`src/rtl/rr_mux_arb_pkg.sv`:
```
`default_nettype none
// ============================================================================
// Module      : rr_mux_arb_pkg
// Description : Shared types and constants for the rr_mux_arb round-robin
//               mux arbiter: arbiter state encoding and mux select values.
// Revision    : 1.0 - initial release
// ============================================================================
package rr_mux_arb_pkg;

    // Arbiter state encoding
    typedef enum logic [1:0] {
        IDLE  = 2'd0,
        GNT_A = 2'd1,
        GNT_B = 2'd2
    } arb_state_t;

    // Mux select values; also used to record the last-served side
    localparam logic SEL_A = 1'b0;
    localparam logic SEL_B = 1'b1;

endpackage : rr_mux_arb_pkg
`default_nettype wire

```
`src/rtl/rr_mux_arb_mux2.sv`:
```
`default_nettype none
// ============================================================================
// Module      : rr_mux_arb_mux2
// Description : Single-bit 2:1 multiplexer forming the shared datapath slice.
//               sel_i = SEL_A passes a_i, sel_i = SEL_B passes b_i.
// Ports       : sel_i - select
//               a_i   - input from requester A
//               b_i   - input from requester B
//               y_o   - selected output
// Revision    : 1.0 - initial release
// ============================================================================
module rr_mux_arb_mux2
    import rr_mux_arb_pkg::*;
(
    input  logic sel_i,
    input  logic a_i,
    input  logic b_i,
    output logic y_o
);

    assign y_o = (sel_i == SEL_B) ? b_i : a_i;

endmodule : rr_mux_arb_mux2
`default_nettype wire

```
`src/rtl/rr_mux_arb.sv`:
```
`default_nettype none
// ============================================================================
// Module      : rr_mux_arb
// Description : Two-requester round-robin arbiter owning the select of a
//               shared W-bit 2:1 mux. One grant at a time, held while its
//               request stays high; ties go to the side not served last.
//               Optional feature macro: ARB_BURST_LIMIT_EN - caps a grant at
//               MAX_BURST consecutive cycles while the other side waits.
// Parameters  : W         - data width of a, b, y
//               MAX_BURST - burst cap (1..255), used only with the macro
// Ports       : clk       - clock, rising edge
//               rst       - synchronous active-high reset
//               req_a     - requester A wants the mux
//               req_b     - requester B wants the mux
//               a, b      - requester data
//               gnt_a     - A owns the mux (registered)
//               gnt_b     - B owns the mux (registered)
//               s         - mux select (registered), 0 = a, 1 = b
//               busy      - a grant is active (registered)
//               y         - selected data while busy, zero otherwise
// Revision    : 1.0 - initial release
// ============================================================================
module rr_mux_arb
    import rr_mux_arb_pkg::*;
#(
    parameter int W         = 1,
    parameter int MAX_BURST = 4
) (
    input  logic         clk,
    input  logic         rst,
    input  logic         req_a,
    input  logic         req_b,
    input  logic [W-1:0] a,
    input  logic [W-1:0] b,
    output logic         gnt_a,
    output logic         gnt_b,
    output logic         s,
    output logic         busy,
    output logic [W-1:0] y
);

    arb_state_t   state_q, state_d;
    logic         last_q, last_d;   // last-served side (SEL_A / SEL_B)
    logic         s_q, s_d;
    logic         w_burst_expired;  // holder has used its full burst allowance
    logic [W-1:0] w_mux_y;

    // ------------------------------------------------------------------
    // Burst limiter
    // ------------------------------------------------------------------
`ifdef ARB_BURST_LIMIT_EN
    localparam int CW = $clog2(MAX_BURST + 1);
    localparam logic [CW-1:0] C_MAX = CW'(MAX_BURST);

    logic [CW-1:0] cnt_q, cnt_d;

    always_comb begin
        cnt_d = cnt_q;
        if (state_d == IDLE) begin
            cnt_d = '0;
        end else if (state_d != state_q) begin
            // First cycle of a fresh grant counts as 1
            cnt_d = CW'(1);
        end else if (cnt_q != C_MAX) begin
            cnt_d = cnt_q + 1'b1;
        end
    end

    always_ff @(posedge clk) begin
        if (rst) begin
            cnt_q <= '0;
        end else begin
            cnt_q <= cnt_d;
        end
    end

    assign w_burst_expired = (cnt_q == C_MAX);
`else
    // Without the limiter a grant is held as long as its request stays high.
    // MAX_BURST only matters when the limiter is built; the empty labelled
    // block keeps the parameter referenced in this configuration.
    if (MAX_BURST < 1) begin : g_max_burst_unused
    end
    assign w_burst_expired = 1'b0;
`endif

    // ------------------------------------------------------------------
    // Next-state logic
    // ------------------------------------------------------------------
    always_comb begin
        state_d = state_q;
        last_d  = last_q;
        s_d     = s_q;

        case (state_q)
            IDLE: begin
                if (req_a && req_b) begin
                    state_d = (last_q == SEL_B) ? GNT_A : GNT_B;
                end else if (req_a) begin
                    state_d = GNT_A;
                end else if (req_b) begin
                    state_d = GNT_B;
                end
            end
            GNT_A: begin
                if (req_a) begin
                    if (req_b && w_burst_expired) begin
                        state_d = GNT_B;
                    end
                end else if (req_b) begin
                    state_d = GNT_B;   // direct handover, no idle bubble
                end else begin
                    state_d = IDLE;
                end
            end
            GNT_B: begin
                if (req_b) begin
                    if (req_a && w_burst_expired) begin
                        state_d = GNT_A;
                    end
                end else if (req_a) begin
                    state_d = GNT_A;
                end else begin
                    state_d = IDLE;
                end
            end
            default: begin
                state_d = IDLE;
            end
        endcase

        // Select and last-served side move only on grant entry; in IDLE the
        // select keeps its previous value.
        if (state_d == GNT_A && state_q != GNT_A) begin
            last_d = SEL_A;
            s_d    = SEL_A;
        end else if (state_d == GNT_B && state_q != GNT_B) begin
            last_d = SEL_B;
            s_d    = SEL_B;
        end
    end

    always_ff @(posedge clk) begin
        if (rst) begin
            state_q <= IDLE;
            last_q  <= SEL_B;   // A wins the first tie out of reset
            s_q     <= SEL_A;
        end else begin
            state_q <= state_d;
            last_q  <= last_d;
            s_q     <= s_d;
        end
    end

    // Grant/busy decode straight from the state register
    assign gnt_a = (state_q == GNT_A);
    assign gnt_b = (state_q == GNT_B);
    assign busy  = (state_q != IDLE);
    assign s     = s_q;

    // ------------------------------------------------------------------
    // Shared datapath
    // ------------------------------------------------------------------
    for (genvar i = 0; i < W; i++) begin : g_mux
        rr_mux_arb_mux2 u_mux2 (
            .sel_i (s_q),
            .a_i   (a[i]),
            .b_i   (b[i]),
            .y_o   (w_mux_y[i])
        );
    end

    assign y = busy ? w_mux_y : '0;

endmodule : rr_mux_arb
`default_nettype wire
```
`config.mk`:
```
export PLATFORM = sky130hd
export DESIGN_NAME = rr_mux_arb
export DESIGN_NICKNAME = d
export VERILOG_FILES = /design/src/rtl/rr_mux_arb_pkg.sv /design/src/rtl/rr_mux_arb_mux2.sv /design/src/rtl/rr_mux_arb.sv
export SDC_FILE = /design/constraint.sdc
export NUM_CORES = 1
export LEC_CHECK = 0
export ABC_CLOCK_PERIOD_IN_PS = 1220
export CAP_MARGIN = 40
export CELL_PAD_IN_SITES_DETAIL_PLACEMENT = 1
export CELL_PAD_IN_SITES_GLOBAL_PLACEMENT = 1
export CORE_AREA = 2 2 39 41
export DETAILED_ROUTE_END_ITERATION = 6
export DIE_AREA = 0 0 41 43
export GPL_ROUTABILITY_DRIVEN = 0
export MAX_ROUTING_LAYER = met4
export PLACE_DENSITY_LB_ADDON = 0.2
export SLEW_MARGIN = 20
export SYNTH_ARGS = -nofsm -noshare
export SYNTH_HDL_FRONTEND = slang
export SYNTH_SLANG_ARGS = --single-unit
```
`constraint.sdc`:
```
create_clock -name clk -period 1.22 [get_ports clk]
set_input_delay 0.305 -clock clk [delete_from_list [all_inputs] [get_ports clk]]
set_output_delay 0.305 -clock clk [all_outputs]
set_load 0.005 [all_outputs]
```
Word level (Yosys, flattened, before mapping)
Index checks and enable logic that the tools add are counted.
{"block": "word_totals", "regBits": 4, "in_bits": 6, "output_inout_bits": 5, "elab_cells": 29}
{"block": "op_classes", "n_eq_ne": 6, "mux": 13, "reduce_logical": 7}
{"cell": "$mux 2", "n": 7}
{"cell": "$pmux 2 s3", "n": 1}
{"cell": "$mux 1", "n": 5}
{"cell": "$eq 2x1->1 const B", "n": 2}
{"cell": "$eq 2x2->1 const B", "n": 2}
{"cell": "$reduce_bool 2->1", "n": 2}
{"cell": "$logic_and 1x1->1", "n": 3}
{"cell": "$logic_not 2->1", "n": 1}
{"cell": "$ne 2x1->1 const B", "n": 1}
{"cell": "$ne 2x2->1 const B", "n": 1}
{"cell": "$reduce_or 2->1", "n": 1}

Depth between registers and ports, before layout
{"block": "depth", "depth_word": 8, "mapped_depth": 3, "depth_no_buf": 3}

Modules after synthesis
From an unflattened synthesis, not the netlist that was laid out.
{"block": "hier_totals", "hier_cells": 27, "area_unflattened_um2": 219.0}
{"mod": "rr_mux_arb", "instances": 1, "cells_each": 26, "area_per_inst_um2": 203.9}
{"mod": "rr_mux_arb_mux2", "instances": 1, "cells_each": 1, "area_per_inst_um2": 15.0}

Worst setup path before layout
No wires, ideal clock.
{"block": "synth_timing", "path_type": "reg2out", "from": "register state_q[0]", "to": "output y", "t_arrival_ps": 662, "required_time_ps": 915, "path_slack_ps": 253, "path_stages_with_launch": 3, "n_path_buf": 0, "cell_sequence": "dfxtp_1 -> inv_1 -> a21oi_1"}
{"block": "synth_via", "elab_chain_cells": 2}
{"element": "from (decl)", "line_no": "rr_mux_arb.sv:42", "source": "arb_state_t state_q, state_d;"}
{"element": "from (signal assigned)", "line_no": "rr_mux_arb.sv:149", "source": "state_q <= state_d;"}
{"element": "$reduce_bool 2->1", "line_no": "rr_mux_arb.sv:158", "source": "assign busy = (state_q != IDLE);"}
{"element": "$mux 1", "line_no": "rr_mux_arb.sv:173", "source": "assign y = busy ? w_mux_y : '0;"}
{"element": "to (decl)", "line_no": "rr_mux_arb.sv:39", "source": "output logic [W-1:0] y"}
Every way passes these cells.

Worst setup path in the final report
{"block": "layout_timing", "from": "register s_q, in the netlist s", "to": "output y"}
{"block": "layout_via", "elab_chain_cells": 2}
{"element": "from (decl)", "line_no": "rr_mux_arb.sv:44", "source": "logic s_q, s_d;"}
{"element": "from (signal assigned)", "line_no": "rr_mux_arb.sv:147", "source": "s_q <= SEL_A;"}
{"element": "from (signal assigned)", "line_no": "rr_mux_arb.sv:151", "source": "s_q <= s_d;"}
{"element": "$mux 1", "line_no": "rr_mux_arb_mux2.sv:21", "source": "assign y_o = (sel_i == SEL_B) ? b_i : a_i;"}
{"element": "$mux 1", "line_no": "rr_mux_arb.sv:173"}
Every way passes these cells.

==> results.py <==
metrics = {
    "yosys": {
        "synthesis.yosys.warnings": 0,
        "post_synth_num_cell_types": 17,
        "yosysTopAreaCellShare": 0.328,
        "synth_cells": 27,
        "synth-seq-cells": 4,
        "synthesized_area_per_cell_um2": 9.04,
        "synth-seq-area-share": 0.328,
        "synth_area_leaders": "dfxtp_1 (33%), a21oi_2 (7.2%), a21oi_1 (6.2%)",
        "post_synth_instance_area_um2": 244,
        "synthDominantAreaCellType": "dfxtp_1",
        "synth.net_count": 33,
    },
    "cells_and_area": {
        "fill_cell_total_of_the_finished_layout": 165,
        "layoutNonFillerInstCount": 63,
        "areaGrowthSynthToFinish_pct": 81.0,
        "finalNetCount": 55,
        "post_route_cells_drive_above_1_share": 0.596,
        "layout.cells.most_common": "buf_4",
        "insertedDiodeCount": 0,
    },
    "pwr": {
        "leakage_nw": 0.200,
        "total_power_density_per_cell_area_nw_per_um2": 1020,
        "peakVddDrop_v": 0.000513,
        "totalPowerFinal_uw": 451,
    },
    "route": {
        "dr_total_vias": 275,
        "detail_route.wirelength_um": 688,
        "drtIter0Drc": 0,
        "drt_pass_1_iters": 1,
        "route.detailed.wl_per_inst_um": 10.9,
        "drtAntennaViolNets": 0,
        "route.detailed.drc": 0,
        "drt-vias-per-instance": 4.37,
    },
    "cts": {
        "tritoncts": "built",
        "cts_root_buf": "clkbuf_4",
        "cts_inserted_buffers": 3,
        "ctsLongestPathBuffers": 2,
        "cts.sink_count": 4,
        "clk_transition_reported_paths_ps": 40,
        "holdBufCountCts": 0,
        "htreeDepth": 1,
        "clk-insertion-delay-late_ps": 230,
    },
    "timing": {
        "grt_setup_unrepaired": "true",
        "layout_setup_ws_ps": -64.7,
        "timing.clock.skew_ps": 0.284,
        "final-setup-viol-count": 1,
        "final_hold_viol_count": 0,
        "final_min_period_over_clock_period": 1.05,
        "clock.fmax_mhz": 778,
        "period_minus_slack_ps": 1280,
        "max_slew.worst_pin.slew_ps": 264,
        "report.final.slew_viol_count": 0,
        "slew_headroom": 0.824,
    },
    "floorplan": {
        "area_of_the_die_um2": 1760,
        "fp.coreArea_um2": 1380,
        "chipWidth_um": 41,
        "std_cell_rows": 14,
        "die_h_um": 43,
        "boundaryPins": 11,
        "floorplan.initialDensity": 0.176,
    },
    "global_route": {
        "global_route.overflow_total": 0,
        "number_of_global_route_vias_before_repair": 294,
        "grt_usage": 0.101,
        "grt_max_degree": 7,
        "grt_antenna_before_repair": 0,
        "grt_pass1_wl_um": 1170,
    },
    "critical_path": {
        "worst_setup_path_start_kind": "flop",
        "worst-endpoint-required_ps": 910,
        "r2r_cells": 5,
        "ff2ff_setup_slack_ps": 80,
        "worst-setup-path-type": "reg2out",
        "endpoint_kind": "primary output",
        "crit_path_start": "s",
        "timing.rr.start": "state_q[1]",
        "r2r-end": "state_q[1]",
        "worstPathArrival_ps": 980,
        "timing.critical_path.to": "y",
        "critPathMaxFanout": 2,
    },
    "outcome": {
        "violations": "negative setup slack",
        "run_status": "complete, but fails checks",
    },
    "placed_design": {
        "dp_cells": 59,
        "dp.final_hpwl_um": 598,
        "port_buffers": 10,
    },
    "flow_run": {
        "max-cap-violations": 0,
    },
    "min_path": {
        "type_of_the_worst_min_delay_path": "in2reg",
    },
}
-- worst min-delay path by stage --
stage                     startpoint          to  slack (ps)  cells after the start
after floorplan                  rst  state_q[1]         370                      1
after global placement        last_q      last_q         620                      2
after detailed placement      last_q      last_q         640                      2
after CTS                     last_q      last_q         640                      2
after global routing           req_a  state_q[0]         510                      2
final                          req_a  state_q[0]         520                      2
-- state kept, by name, summed over array words and instances (netlist names) --
register	flops
last_q	1
state_q	2
s	1
-- stage by stage --
stage               setup TNS (ps)  hold slack [ps]   util  cell area (um^2)  setup WS [ps]
CTS                          -90.1              641  0.312               432          -90.1
floorplan                        0              375      -               244            253
global route                  -128              510  0.319               442           -128
detailed placement           -1420              637  0.296               409           -549
global placement             -1240              619  0.296               409           -536
finish                       -64.7              519  0.319               442          -64.7
-- worst max-delay path, cell delays in order, from the launching register on --
cell	delay (ps)
dfxtp_2	310
buf_6	110
mux2i_1	100
a21oi_1	110
buf_2	120
-- logic make-up (layout without fill, tap and decap cells) --
family / Yosys count / after routing / synth area share
AOI/OAI and AO/OA: 10 / 10 / 0.303
buffers and inverters: 2 / 22 / 0.0308
DFF: 4 / 4 / 0.328
muxes: 1 / 1 / 0.0410
and+or+nand+nor: 10 / 10 / 0.297
-- synth_stat cells --
library cell	count
nor2_1	4
nand2_1	1
a21oi_1	3
dfxtp_1	4
inv_1	2
a31oi_1	1
nor3b_2	1
a21oi_2	2
o21ai_1	1
nor3_2	1
o22ai_2	1
o21bai_2	1
nand2b_2	1
nand2b_4	1
mux2i_1	1
and3b_1	1
o22ai_1	1
-- routing by layer --
metal,part of all wire,GRT usage,vias to the layer above
met4,0,0.0200,0
li1,-,-,139
met2,0.57,0.172,8
met3,0.081,0.0471,0
met1,0.35,0.0990,128
met5,0,-,-
-- power by group --
group	switching, mW	internal (mW)	total, mW
clock network	0.0489	0.110	0.159
registers	0.0116	0.144	0.155
logic	0.0590	0.0783	0.137
-- timing repair --
item | in CTS | in global routing
gates cloned | 0 | 0
gates resized for setup | 25 | 3
setup endpoints to repair | 5 | 4
pin swaps | 0 | 1
hold endpoints to repair | 0 | 0
setup buffers | 1 | 0
-- layout make-up --
type | instances | area [um^2] | area share
well taps | 16 | 20.0 | 0.0453
repair buffers | 17 | 145 | 0.329
clock buffers | 3 | 22.5 | 0.0510
flip-flops and latches | 4 | 83.8 | 0.190
multi-input cells | 21 | 163 | 0.368
inverters | 2 | 7.51 | 0.0170
Note: power is estimated with default switching activity, not from simulation.
